## config.mk

```make
export PLATFORM = sky130hd
export DESIGN_NAME = fetch_unit
export DESIGN_NICKNAME = d
export VERILOG_FILES = /design/src/rtl/fetch_unit.sv
export SDC_FILE = /design/constraint.sdc
export NUM_CORES = 1
export LEC_CHECK = 0
export ABC_CLOCK_PERIOD_IN_PS = 3820
export CORE_MARGIN = 10
export CORE_UTILIZATION = 40
export CTS_CLUSTER_DIAMETER = 150
export CTS_CLUSTER_SIZE = 16
export DETAILED_ROUTE_END_ITERATION = 10
export MAX_ROUTING_LAYER = met4
export PLACE_DENSITY = 0.69
export SYNTH_ARGS = -nofsm -noshare
export SYNTH_HDL_FRONTEND = slang
export SYNTH_SLANG_ARGS = --single-unit
```

## constraint.sdc

```tcl
create_clock -name clk -period 3.82 [get_ports clk]
set_input_delay 0.573 -clock clk [delete_from_list [all_inputs] [get_ports clk]]
set_output_delay 0.573 -clock clk [all_outputs]
set_load 0.1 [all_outputs]
```

## src/rtl/fetch_unit.sv

```systemverilog
`default_nettype none
// ============================================================================
// Module      : fetch_unit
// Description : IF stage: owns the PC, issues req/ready fetches to instruction
//               memory and holds one fetched word for IF/ID. Optional halt
//               support is enabled with the FETCH_HALT_EN macro.
// Revision    : 1.0 - initial release
// ============================================================================
module fetch_unit #(
    parameter logic [15:0] RESET_PC   = 16'h0000,
    parameter logic [15:0] NOP_INSTR  = 16'h0800,
    parameter logic [15:0] HALT_INSTR = 16'hF000
) (
    input  logic        clk,
    input  logic        rst,
    input  logic        stall,
    input  logic        branch_taken,
    input  logic [15:0] branch_target,
    output logic        imem_req,
    output logic [15:0] imem_addr,
    input  logic [15:0] imem_rdata,
    input  logic        imem_ready,
    output logic [15:0] instruction,
    output logic [15:0] PC_inc,
    output logic        fetch_valid,
    output logic        flush,
    output logic        halted
);

    localparam logic [1:0] c_st_fetch  = 2'd0;
    localparam logic [1:0] c_st_drain  = 2'd1;
    localparam logic [1:0] c_st_halted = 2'd2;

    logic [1:0]  r_state;
    logic [1:0]  w_state_nxt;
    logic [15:0] r_pc;
    logic [15:0] r_drain_addr;
    logic [15:0] r_instr;
    logic [15:0] r_pc_inc;
    logic        r_valid;
    logic        w_req;
    logic        w_fire;
    logic        w_halt_hit;

`ifdef FETCH_HALT_EN
    assign w_halt_hit = (imem_rdata == HALT_INSTR);
    assign halted     = (r_state == c_st_halted);
`else
    logic w_unused_halt;
    assign w_unused_halt = ^HALT_INSTR;
    assign w_halt_hit    = 1'b0;
    assign halted        = 1'b0;
`endif

    // State register
    always_ff @(posedge clk) begin
        if (rst) begin
            r_state <= c_st_fetch;
        end else begin
            r_state <= w_state_nxt;
        end
    end

    // Next-state logic; a redirect with an outstanding request must wait
    // for the stale response before fetching from the new PC.
    always_comb begin
        w_state_nxt = r_state;
        case (r_state)
            c_st_fetch: begin
                if (branch_taken) begin
                    if (w_req && !imem_ready) begin
                        w_state_nxt = c_st_drain;
                    end
                end else if (w_fire && w_halt_hit) begin
                    w_state_nxt = c_st_halted;
                end
            end
            c_st_drain: begin
                if (imem_ready) begin
                    w_state_nxt = c_st_fetch;
                end
            end
            c_st_halted: w_state_nxt = c_st_halted;
            default:     w_state_nxt = c_st_fetch;
        endcase
    end

    // Output logic
    always_comb begin
        w_req     = 1'b0;
        imem_addr = r_pc;
        case (r_state)
            c_st_fetch: w_req = ~rst & (~r_valid | ~stall);
            c_st_drain: begin
                w_req     = ~rst;
                imem_addr = r_drain_addr;
            end
            default:    w_req = 1'b0;
        endcase
    end

    assign imem_req = w_req;
    assign w_fire   = w_req & imem_ready;
    assign flush    = branch_taken & ~rst;

    // PC and slot datapath
    always_ff @(posedge clk) begin
        if (rst) begin
            r_pc         <= RESET_PC;
            r_drain_addr <= RESET_PC;
            r_instr      <= NOP_INSTR;
            r_pc_inc     <= 16'h0000;
            r_valid      <= 1'b0;
        end else if (branch_taken) begin
            if (r_state != c_st_halted) begin
                r_pc <= branch_target & 16'hFFFE;
            end
            if (r_state == c_st_fetch) begin
                r_drain_addr <= r_pc;
            end
            r_instr <= NOP_INSTR;
            r_valid <= 1'b0;
        end else if (r_state == c_st_fetch && w_fire) begin
            r_instr  <= imem_rdata;
            r_pc_inc <= r_pc + 16'd2;
            r_valid  <= 1'b1;
            r_pc     <= r_pc + 16'd2;
        end else if (!stall) begin
            r_instr <= NOP_INSTR;
            r_valid <= 1'b0;
        end
    end

    assign instruction = r_instr;
    assign PC_inc      = r_pc_inc;
    assign fetch_valid = r_valid;

endmodule
`default_nettype wire

```

; ---- Yosys cells after proc, flatten, opt, wreduce, memory -nomap -nowiden
; Cells that the tools add are included.
[classes]
addsub = 1
eq_ne = 8
mux = 13
n_bitwise = 8
n_reduce_logical = 10
[ops]
columns = op, n
row1 = 16-bit 2-to-1 mux, 6
row2 = 16-bit by 2-bit adder with 16-bit output (second input constant), 1
row3 = 2-bit inequality test (second input constant), 4
row4 = 2-bit 2-to-1 mux, 3
row5 = 2-bit one-hot mux with 3 select lines, 1
row6 = 2-bit AND reduction, 3
row7 = 2-bit by 1-bit inequality test with 1-bit output (second input constant), 2
row8 = 1-bit inverter, 4
row9 = 1-bit AND, 3
row10 = 3-bit AND reduction, 1
row11 = 2-bit by 1-bit == test with 1-bit output (second input constant), 1
row12 = 2-bit == test (second input constant), 1
row13 = 1-bit logical AND, 2
row14 = 2-bit logical NOT, 1
row15 = 1-bit 2-to-1 mux, 2
row16 = 1-bit one-hot mux with 2 select lines, 1
row17 = 2-bit nonzero test, 1
row18 = 2-bit OR reduction, 1
row19 = 1-bit logical NOT, 1
row20 = 1-bit bitwise OR, 1
[totals]
ff_bits = 67

; ---- Depth between registers and ports, before layout
; Gate-level depths: netlist of run 1.
[depth]
word_depth = 8
mapped_depth = 7
ltp_nobuf = 5

; ---- Worst setup path after synthesis of run 1
; OpenSTA, ideal clock, no wires.
[synth_timing]
path_type = input-to-output
from = input rst
to = output imem_req
arrival_ns = 3.276
required_ns = 3.247
setup_slack_ns = -0.029
stages = 4
n_path_buf = 3
path_cell_list = buf_2 buf_1 clkbuf_1 nor3_1
[synth_between]
elab_chain_len = 3
[synth_rtl]
columns = element, line_no
row1 = from (decl), 15  ; input logic rst,
row2 = 1-bit inverter *, "93, 95"
row3 = 1-bit AND, 93  ; c_st_fetch: w_req = ~rst & (~r_valid | ~stall);
row4 = 1-bit one-hot mux with 2 select lines *, 92  ; case (r_state)
row5 = to (decl), 19  ; output logic imem_req,
; Mark *: on every way between the ends. The rest lies on a longest branch, timed or not.

; ---- Worst setup path in the final report of run 1
[layout_timing]
from = register r_state[1]
to = output imem_addr[5]
[layout_between]
elab_chain_len = 2
[layout_rtl]
columns = element, line_no
row1 = from (decl), 34  ; logic [1:0] r_state;
row2 = from (signal assigned), 58  ; r_state <= c_st_fetch;
row3 = from (signal assigned), 60  ; r_state <= w_state_nxt;
row4 = 2-bit by 1-bit == test with 1-bit output, 92
row5 = 16-bit 2-to-1 mux, 92
row6 = to (decl), 20  ; output logic [15:0] imem_addr,
; Every way passes these cells.

==> summary.txt, run 1 <==
vias in the first global route: 2751
grt total ovfl: 0
cell row count: 32
CP arrival: 2080 ps
DRT Wirelength: 9165 µm
Final GP Congestion: 0.8639
Die H: 109.0 µm
synth top area cells: dfxtp_1 (40%), nand2_1 (7.6%), a21oi_1 (6.0%), mux2_2 (5.3%), nand3_1 (3.6%)
Final Slew Violations: 0
layout cell share with drive strength beyond 1: 0.1473
cell chosen for the clock root: clkbuf_8
worst setup path category: flop to output port
HP Class: flop to flop
Setup crit end kind: output port
post-synth top area share: 0.4039
synthesis-to-finish area growth: 31.36%
WL met1: 4148 µm
CTS tree: built
Reg power frac: 0.408
Crit-path slowest cell: or2b_1
Fillers: 729
top sig layer: met4
DRT iter0 DRCs: 222
post-synth cell types: 55
initial core utilization: 0.4105
core area: 7727 µm²
Worst path max stage delay: 560 ps
Final min period: 2653 ps
Resize count post-CTS: 0
PD cells: 428.3 nW/µm²
pin count of the biggest net entering global routing: 31
drt wl/cell: 16.66 µm
Final ANT Viol Nets: 0
crit-path cells: or2b_1 -> mux2_2 -> buf_4
clock power share: 0.367
initial antenna violation count: 0
met3 wire len: 755 µm
DR WL met2: 4179 µm
Worst Setup Slack, final: 1167 ps
cell-internal power: 0.001194 W
Clock Latency Late Sink: 340 ps
WHS: 454.3 ps
ant diodes: 0
required time of the critical path: 3250 ps
max_cap viols: 0
main flop type after synthesis: dfxtp_1
total die area: 11890 µm²
DR DRC count: 0
die width: 109.0 µm
dpl ws: 1033 ps
post-DP HPWL: 6461 µm
Slew @ Worst Pin: 1006 ps
achievable clock frequency: 0.3769 GHz
critical path peak fanout: 15
syn avg cell area: 8.369 µm²
Setup TNS: 0 ps
num ports: 89
EDFF count, synth: 0
total number of yosys warnings: 0
Logic pwr share: 0.225
P_leak: 1.475 nW
gr usage total: 0.1546
switching share of power: 0.3307
Reg area: 1281 µm²
synthesized area: 3172 µm²
area of the multi-input gates: 1679 µm²
vias per std cell: 5.364
Final period util: 0.6945
Final nets: 481
number of synthesized register bits: 64
via count: 2950
first-pass GRT wire length: 14380 µm
Mapped Cells: 379
Final Hold Viols: 0
iteration count of the initial detailed-routing pass: 4
critical path launch point type: flop
final setup violation count: 0
Crit path buffers/inverters: 1
Post CTS Setup Buffer Count: 0
hold_buf cts: 0
# clock sinks: 64
CTS max path bufs: 2
CTS clk-pin slew, worst paths: 70 ps
commonest cells in the synthesized netlist: dfxtp_1 (64), nand2_1 (64), a21oi_1 (38)
outcome: complete, no violations
Port Buffers: 84
leading area contributor after synthesis: dfxtp_1
TritonCTS buffer count: 9
clk_skew: 9.027 ps
cell family with most CP delay: simple AND/OR/NAND/NOR gates
Sw Pwr: 0.0005902 W
asr flop ratio synth: 0
Slew headroom: 0.3275
sequential area share after synthesis: 0.4039
maximum VDD drop: 0.2086 mV
RSZ-0062 raised after global routing: false
H-tree Lvls: 3
-- layer usage --
metal  track usage  vias to the layer above
met5             -                        -
met4       0.04520                        0
met3       0.04071                        5
met2        0.2189                      107
met1        0.2098                     1361
li1              -                     1477
-- registers in the layout, indices dropped and copies added, names as in the netlist --
name,cells
instruction,16
r_drain_addr,15
fetch_valid,1
r_state,2
r_pc,15
PC_inc,15
-- worst paths after layout --
kind	start	end	slack, ps	cells after the start
worst max-delay path	r_state[1]$_SDFFE_PP0P_	imem_addr[5]	1170	3
worst min-delay path	r_drain_addr[3]$_SDFFE_PP0P_	r_drain_addr[3]$_SDFFE_PP0P_	450	2
worst max register to register	r_state[1]$_SDFFE_PP0P_	r_pc[8]$_SDFFE_PP0P_	1640	4
worst min register to register	r_drain_addr[3]$_SDFFE_PP0P_	r_drain_addr[3]$_SDFFE_PP0P_	450	2
-- metrics by stage --
| step | util | power, W | cell area, µm² | cells |
|---|---|---|---|---|
| 3_3_place_gp | 0.5107 | 0.001141 | 3946 | 534 |
| 5_1_grt | 0.5392 | 0.001851 | 4167 | 550 |
| 2_1_floorplan | - | 0.001042 | 3184 | 381 |
| 6_report | 0.5392 | 0.001785 | 4167 | 550 |
| 4_1_cts | 0.5392 | 0.001794 | 4167 | 550 |
| 3_5_place_dp | 0.5107 | 0.001144 | 3946 | 534 |
-- power groups by stage --
stage,registers (W),clock network (W),logic [W]
final,0.000727,0.000656,0.000402
after global routing,0.000732,0.000695,0.000424
after CTS,0.000726,0.000664,0.000404
after detailed placement,0.000742,0,0.000402
after global placement,0.000740,0,0.000401
after floorplan,0.000807,0,0.000235
-- worst min-delay path, delay by kind of cell (launching register included) --
kind,cells,cell delay (ps)
flip-flops,1,310
AO/OA/AOI/OAI,1,50
AND/OR/NAND/NOR,1,50
-- cells in the final DEF, fill, tap and decap left out, types with 9 or more instances in the layout --
| cell | synthesis | routed |
|---|---|---|
| mux2_2 | 15 | 15 |
| clkdlybuf4s50_1 | 0 | 66 |
| nor3_1 | 12 | 11 |
| nand2_1 | 64 | 64 |
| clkbuf_8 | 0 | 10 |
| nor2_1 | 23 | 23 |
| a211oi_1 | 13 | 13 |
| buf_4 | 8 | 21 |
| dfxtp_1 | 64 | 64 |
| a21oi_1 | 38 | 38 |
| nand4_1 | 9 | 9 |
| nand3_1 | 23 | 23 |
-- layout make-up --
class,count,share of cell area
clock buffer,10,0.03303
clock inverter,6,0.01982
inverter,4,0.003604
multi-input combinational,275,0.4030
sequential,64,0.3075
tap,102,0.03063
timing repair buffer,89,0.2024
-- logic make-up (layout without fill, tap and decap cells) --
family          count (synthesis)  after routing  synth area share
mux                            17             17           0.05957
simple gates                  162            162            0.2505
other cells                     1              3          0.001182
flops                          64             64            0.4039
buf+inv                        42            109           0.07061
fa+ha+maj                       1              1          0.003944
compound gates                 83             83            0.1854
xor+xnor                        9              9           0.02485
Power figures use the tool's default switching activity.
==> inputs of run 2 (changes only) <==
--- a/config.mk
+++ b/config.mk
@@ -5,14 +5,14 @@
 export SDC_FILE = /design/constraint.sdc
 export NUM_CORES = 1
 export LEC_CHECK = 0
-export ABC_CLOCK_PERIOD_IN_PS = 3820
+export ABC_CLOCK_PERIOD_IN_PS = 2200
 export CORE_MARGIN = 10
 export CORE_UTILIZATION = 40
 export CTS_CLUSTER_DIAMETER = 150
 export CTS_CLUSTER_SIZE = 16
 export DETAILED_ROUTE_END_ITERATION = 10
 export MAX_ROUTING_LAYER = met4
-export PLACE_DENSITY = 0.69
+export PLACE_DENSITY = 0.71
 export SYNTH_ARGS = -nofsm -noshare
 export SYNTH_HDL_FRONTEND = slang
 export SYNTH_SLANG_ARGS = --single-unit
==> constraint.sdc (replaced) <==
create_clock -name clk -period 2.2 [get_ports clk]
set_input_delay 0.33 -clock clk [delete_from_list [all_inputs] [get_ports clk]]
set_output_delay 0.33 -clock clk [all_outputs]
set_load 0.1 [all_outputs]
==> run 2 against run 1 <==
Via count up 2.0%. Cell area increased by 4.2%. First-iteration DRC count fell by 3.2%.
==> summary.txt, run 2 (same netlist as run 1, synthesis figures left out) <==
outcome: complete, no violations (unchanged)
pin count of the biggest net entering global routing: 36 (was 31)
DRT iter0 DRCs: 215 (was 222)
DR DRC count: 0 (unchanged)
Clock Latency Late Sink: 340 ps (about the same)
cell row count: 32 (unchanged)
DRT Wirelength: 9349 µm (was 9165 µm)
achievable clock frequency: 0.4857 GHz
clk_skew: 7.305 ps (was 9.027 ps)
gr usage total: 0.1590 (was 0.1546)
Port Buffers: 84 (unchanged)
Final min period: 2059 ps
Final nets: 490 (was 481)
HP Class: primary input to flop (was flop to flop)
CP arrival: 1730 ps (was 2080 ps)
Crit path buffers/inverters: 2 (was 1)
maximum VDD drop: 0.4275 mV (was 0.2086 mV)
Worst R2R Path Depth: 4 (unchanged)
vias in the first global route: 2793 (was 2751)
num ports: 89 (unchanged)
P_leak: 1.622 nW (was 1.475 nW)
hold path cells: 3 (was 2)
first-pass GRT wire length: 14610 µm (was 14380 µm)
max reg flops: 16 (unchanged)
Die H: 109.0 µm (unchanged)
Worst path max stage delay: 450 ps (was 560 ps)
CTS max path bufs: 2 (unchanged)
Slew headroom: 0.6272 (was 0.3275)
drt wl/cell: 16.75 µm (was 16.66 µm)
r2r setup slk: 450 ps (was 1640 ps)
CTS clk-pin slew, worst paths: 70 ps (about the same)
synthesis-to-finish area growth: 36.88% (was 31.36%)
critical path peak fanout: 15 (unchanged)
core area: 7727 µm² (unchanged)
die width: 109.0 µm (unchanged)
Setup crit end kind: output port (unchanged)
most common cell after layout, fill and taps aside: nand2_1 (was clkdlybuf4s50_1)
final setup violation count: 0 (unchanged)
required time of the critical path: 1870 ps (was 3250 ps)
Setup TNS: 0 ps (unchanged)
initial antenna violation count: 0 (unchanged)
Final period util: 0.9358
critical path launch point type: flop (unchanged)
Reg-to-Reg End: r_pc[14]$_SDFFE_PP0P_ (was r_pc[8]$_SDFFE_PP0P_)
worst setup path category: flop to output port (unchanged)
initial core utilization: 0.4105 (unchanged)
Final Slew Violations: 0 (unchanged)
grt total ovfl: 0 (unchanged)
max_cap viols: 0 (unchanged)
ant diodes: 0 (unchanged)
post-DP HPWL: 6697 µm (was 6461 µm)
most frequent cells in the layout: nand2_1 (64), dfxtp_1 (62), buf_4 (45), a21oi_1 (38), clkdlybuf4s50_1 (34) (was clkdlybuf4s50_1 (66), dfxtp_1 (64), nand2_1 (64), a21oi_1 (38))
RSZ-0062 raised after global routing: false (unchanged)
Crit-path slowest cell: dfxtp_2 (was or2b_1)
PD cells: 696.3 nW/µm² (was 428.3 nW/µm²)
vias per std cell: 5.391 (was 5.364)
H-tree Lvls: 3 (unchanged)
worst reg2reg path startpoint: r_pc[5]$_SDFFE_PP0P_ (was r_state[1]$_SDFFE_PP0P_)
iteration count of the initial detailed-routing pass: 4 (unchanged)
hold path start: rst (was r_drain_addr[3]$_SDFFE_PP0P_)
via count: 3008 (was 2950)
Slew @ Worst Pin: 557.9 ps (was 1006 ps)
crit-path cells: or2b_1 -> buf_4 -> mux2_2 -> buf_12 (was or2b_1 -> mux2_2 -> buf_4)
worst min-delay path endpoint: fetch_valid$_SDFFE_PP0P_ (was r_drain_addr[3]$_SDFFE_PP0P_)
total die area: 11890 µm² (unchanged)
cell family with most CP delay: flip-flops (was simple AND/OR/NAND/NOR gates)
TritonCTS buffer count: 9 (unchanged)
Final ANT Viol Nets: 0 (unchanged)
WHS: 376.9 ps (was 454.3 ps)
layout cell share with drive strength beyond 1: 0.2346 (was 0.1473)
Final GP Congestion: 0.8882 (was 0.8639)
CTS tree: built (unchanged)
cell chosen for the clock root: clkbuf_8 (unchanged)
Final Hold Viols: 0 (unchanged)
# clock sinks: 64 (unchanged)
## run 2: where the power goes
group          total, W  internal, W  switching, W
registers       0.00126      0.00121     0.0000534
clock network  0.000988     0.000542      0.000445
logic          0.000775     0.000262      0.000513
## run 2: routing by layer
metal | global-route usage | vias up | wire length, µm
met2 | 0.2271 | 112 | 4363
met1 | 0.2117 | 1385 | 4222
li1 | - | 1498 | -
met4 | 0.06309 | 0 | 171
met3 | 0.03599 | 13 | 592
met5 | - | - | 0
## run 2: layout make-up
type	count	area, µm²
multi-input combinational	275	1685
fill	694	3386
clock inverter	4	45.04
timing repair buffer	98	1044
tap	102	127.6
sequential	64	1284
clock buffer	11	141.4
inverter	4	15.01
## run 2: tightest hold or removal path, stage by stage
cell     delay [ps]
buf_2           140
or4b_4          150
a21oi_1          60
## run 2: through the flow
step,util,worst slack (ps),cells,power [W],area [µm²]
6_report,0.5619,141.2,558,0.003023,4342
5_1_grt,0.5619,75.28,558,0.003148,4342
4_1_cts,0.5615,16.41,558,0.003047,4339
3_5_place_dp,0.5374,126.0,543,0.002059,4153
3_3_place_gp,0.5374,175.0,543,0.002050,4153
2_1_floorplan,-,8.044,381,0.001811,3191
## run 2: worst max path at each step
stage / startpoint / endpoint / slack, ps / depth (start not counted)
2_1_floorplan: branch_taken / r_pc[15]$_SDFFE_PP0P_ / 8 / 5
3_3_place_gp: branch_taken / r_pc[6]$_SDFFE_PP0P_ / 180 / 6
3_5_place_dp: branch_taken / r_pc[6]$_SDFFE_PP0P_ / 130 / 6
4_1_cts: r_state[1]$_SDFFE_PP0P_ / imem_addr[11] / 20 / 4
5_1_grt: r_state[1]$_SDFFE_PP0P_ / imem_addr[11] / 80 / 4
6_report: r_state[1]$_SDFFE_PP0P_ / imem_addr[11] / 140 / 4
## run 2: repair_timing
action,CTS,global route
hold buffers,0,0
resized for setup,0,2
buffers inserted,0,0
endpoints found under the setup margin,0,15
==> inputs of run 3 (changes only) <==
--- a/config.mk
+++ b/config.mk
@@ -9,7 +9,7 @@
 export CORE_MARGIN = 10
 export CORE_UTILIZATION = 40
 export CTS_CLUSTER_DIAMETER = 150
-export CTS_CLUSTER_SIZE = 16
+export CTS_CLUSTER_SIZE = 40
 export DETAILED_ROUTE_END_ITERATION = 10
 export MAX_ROUTING_LAYER = met4
 export PLACE_DENSITY = 0.71
==> results of run 3 <==
No change in the layout: final DEF, timing and power equal those of run 2.
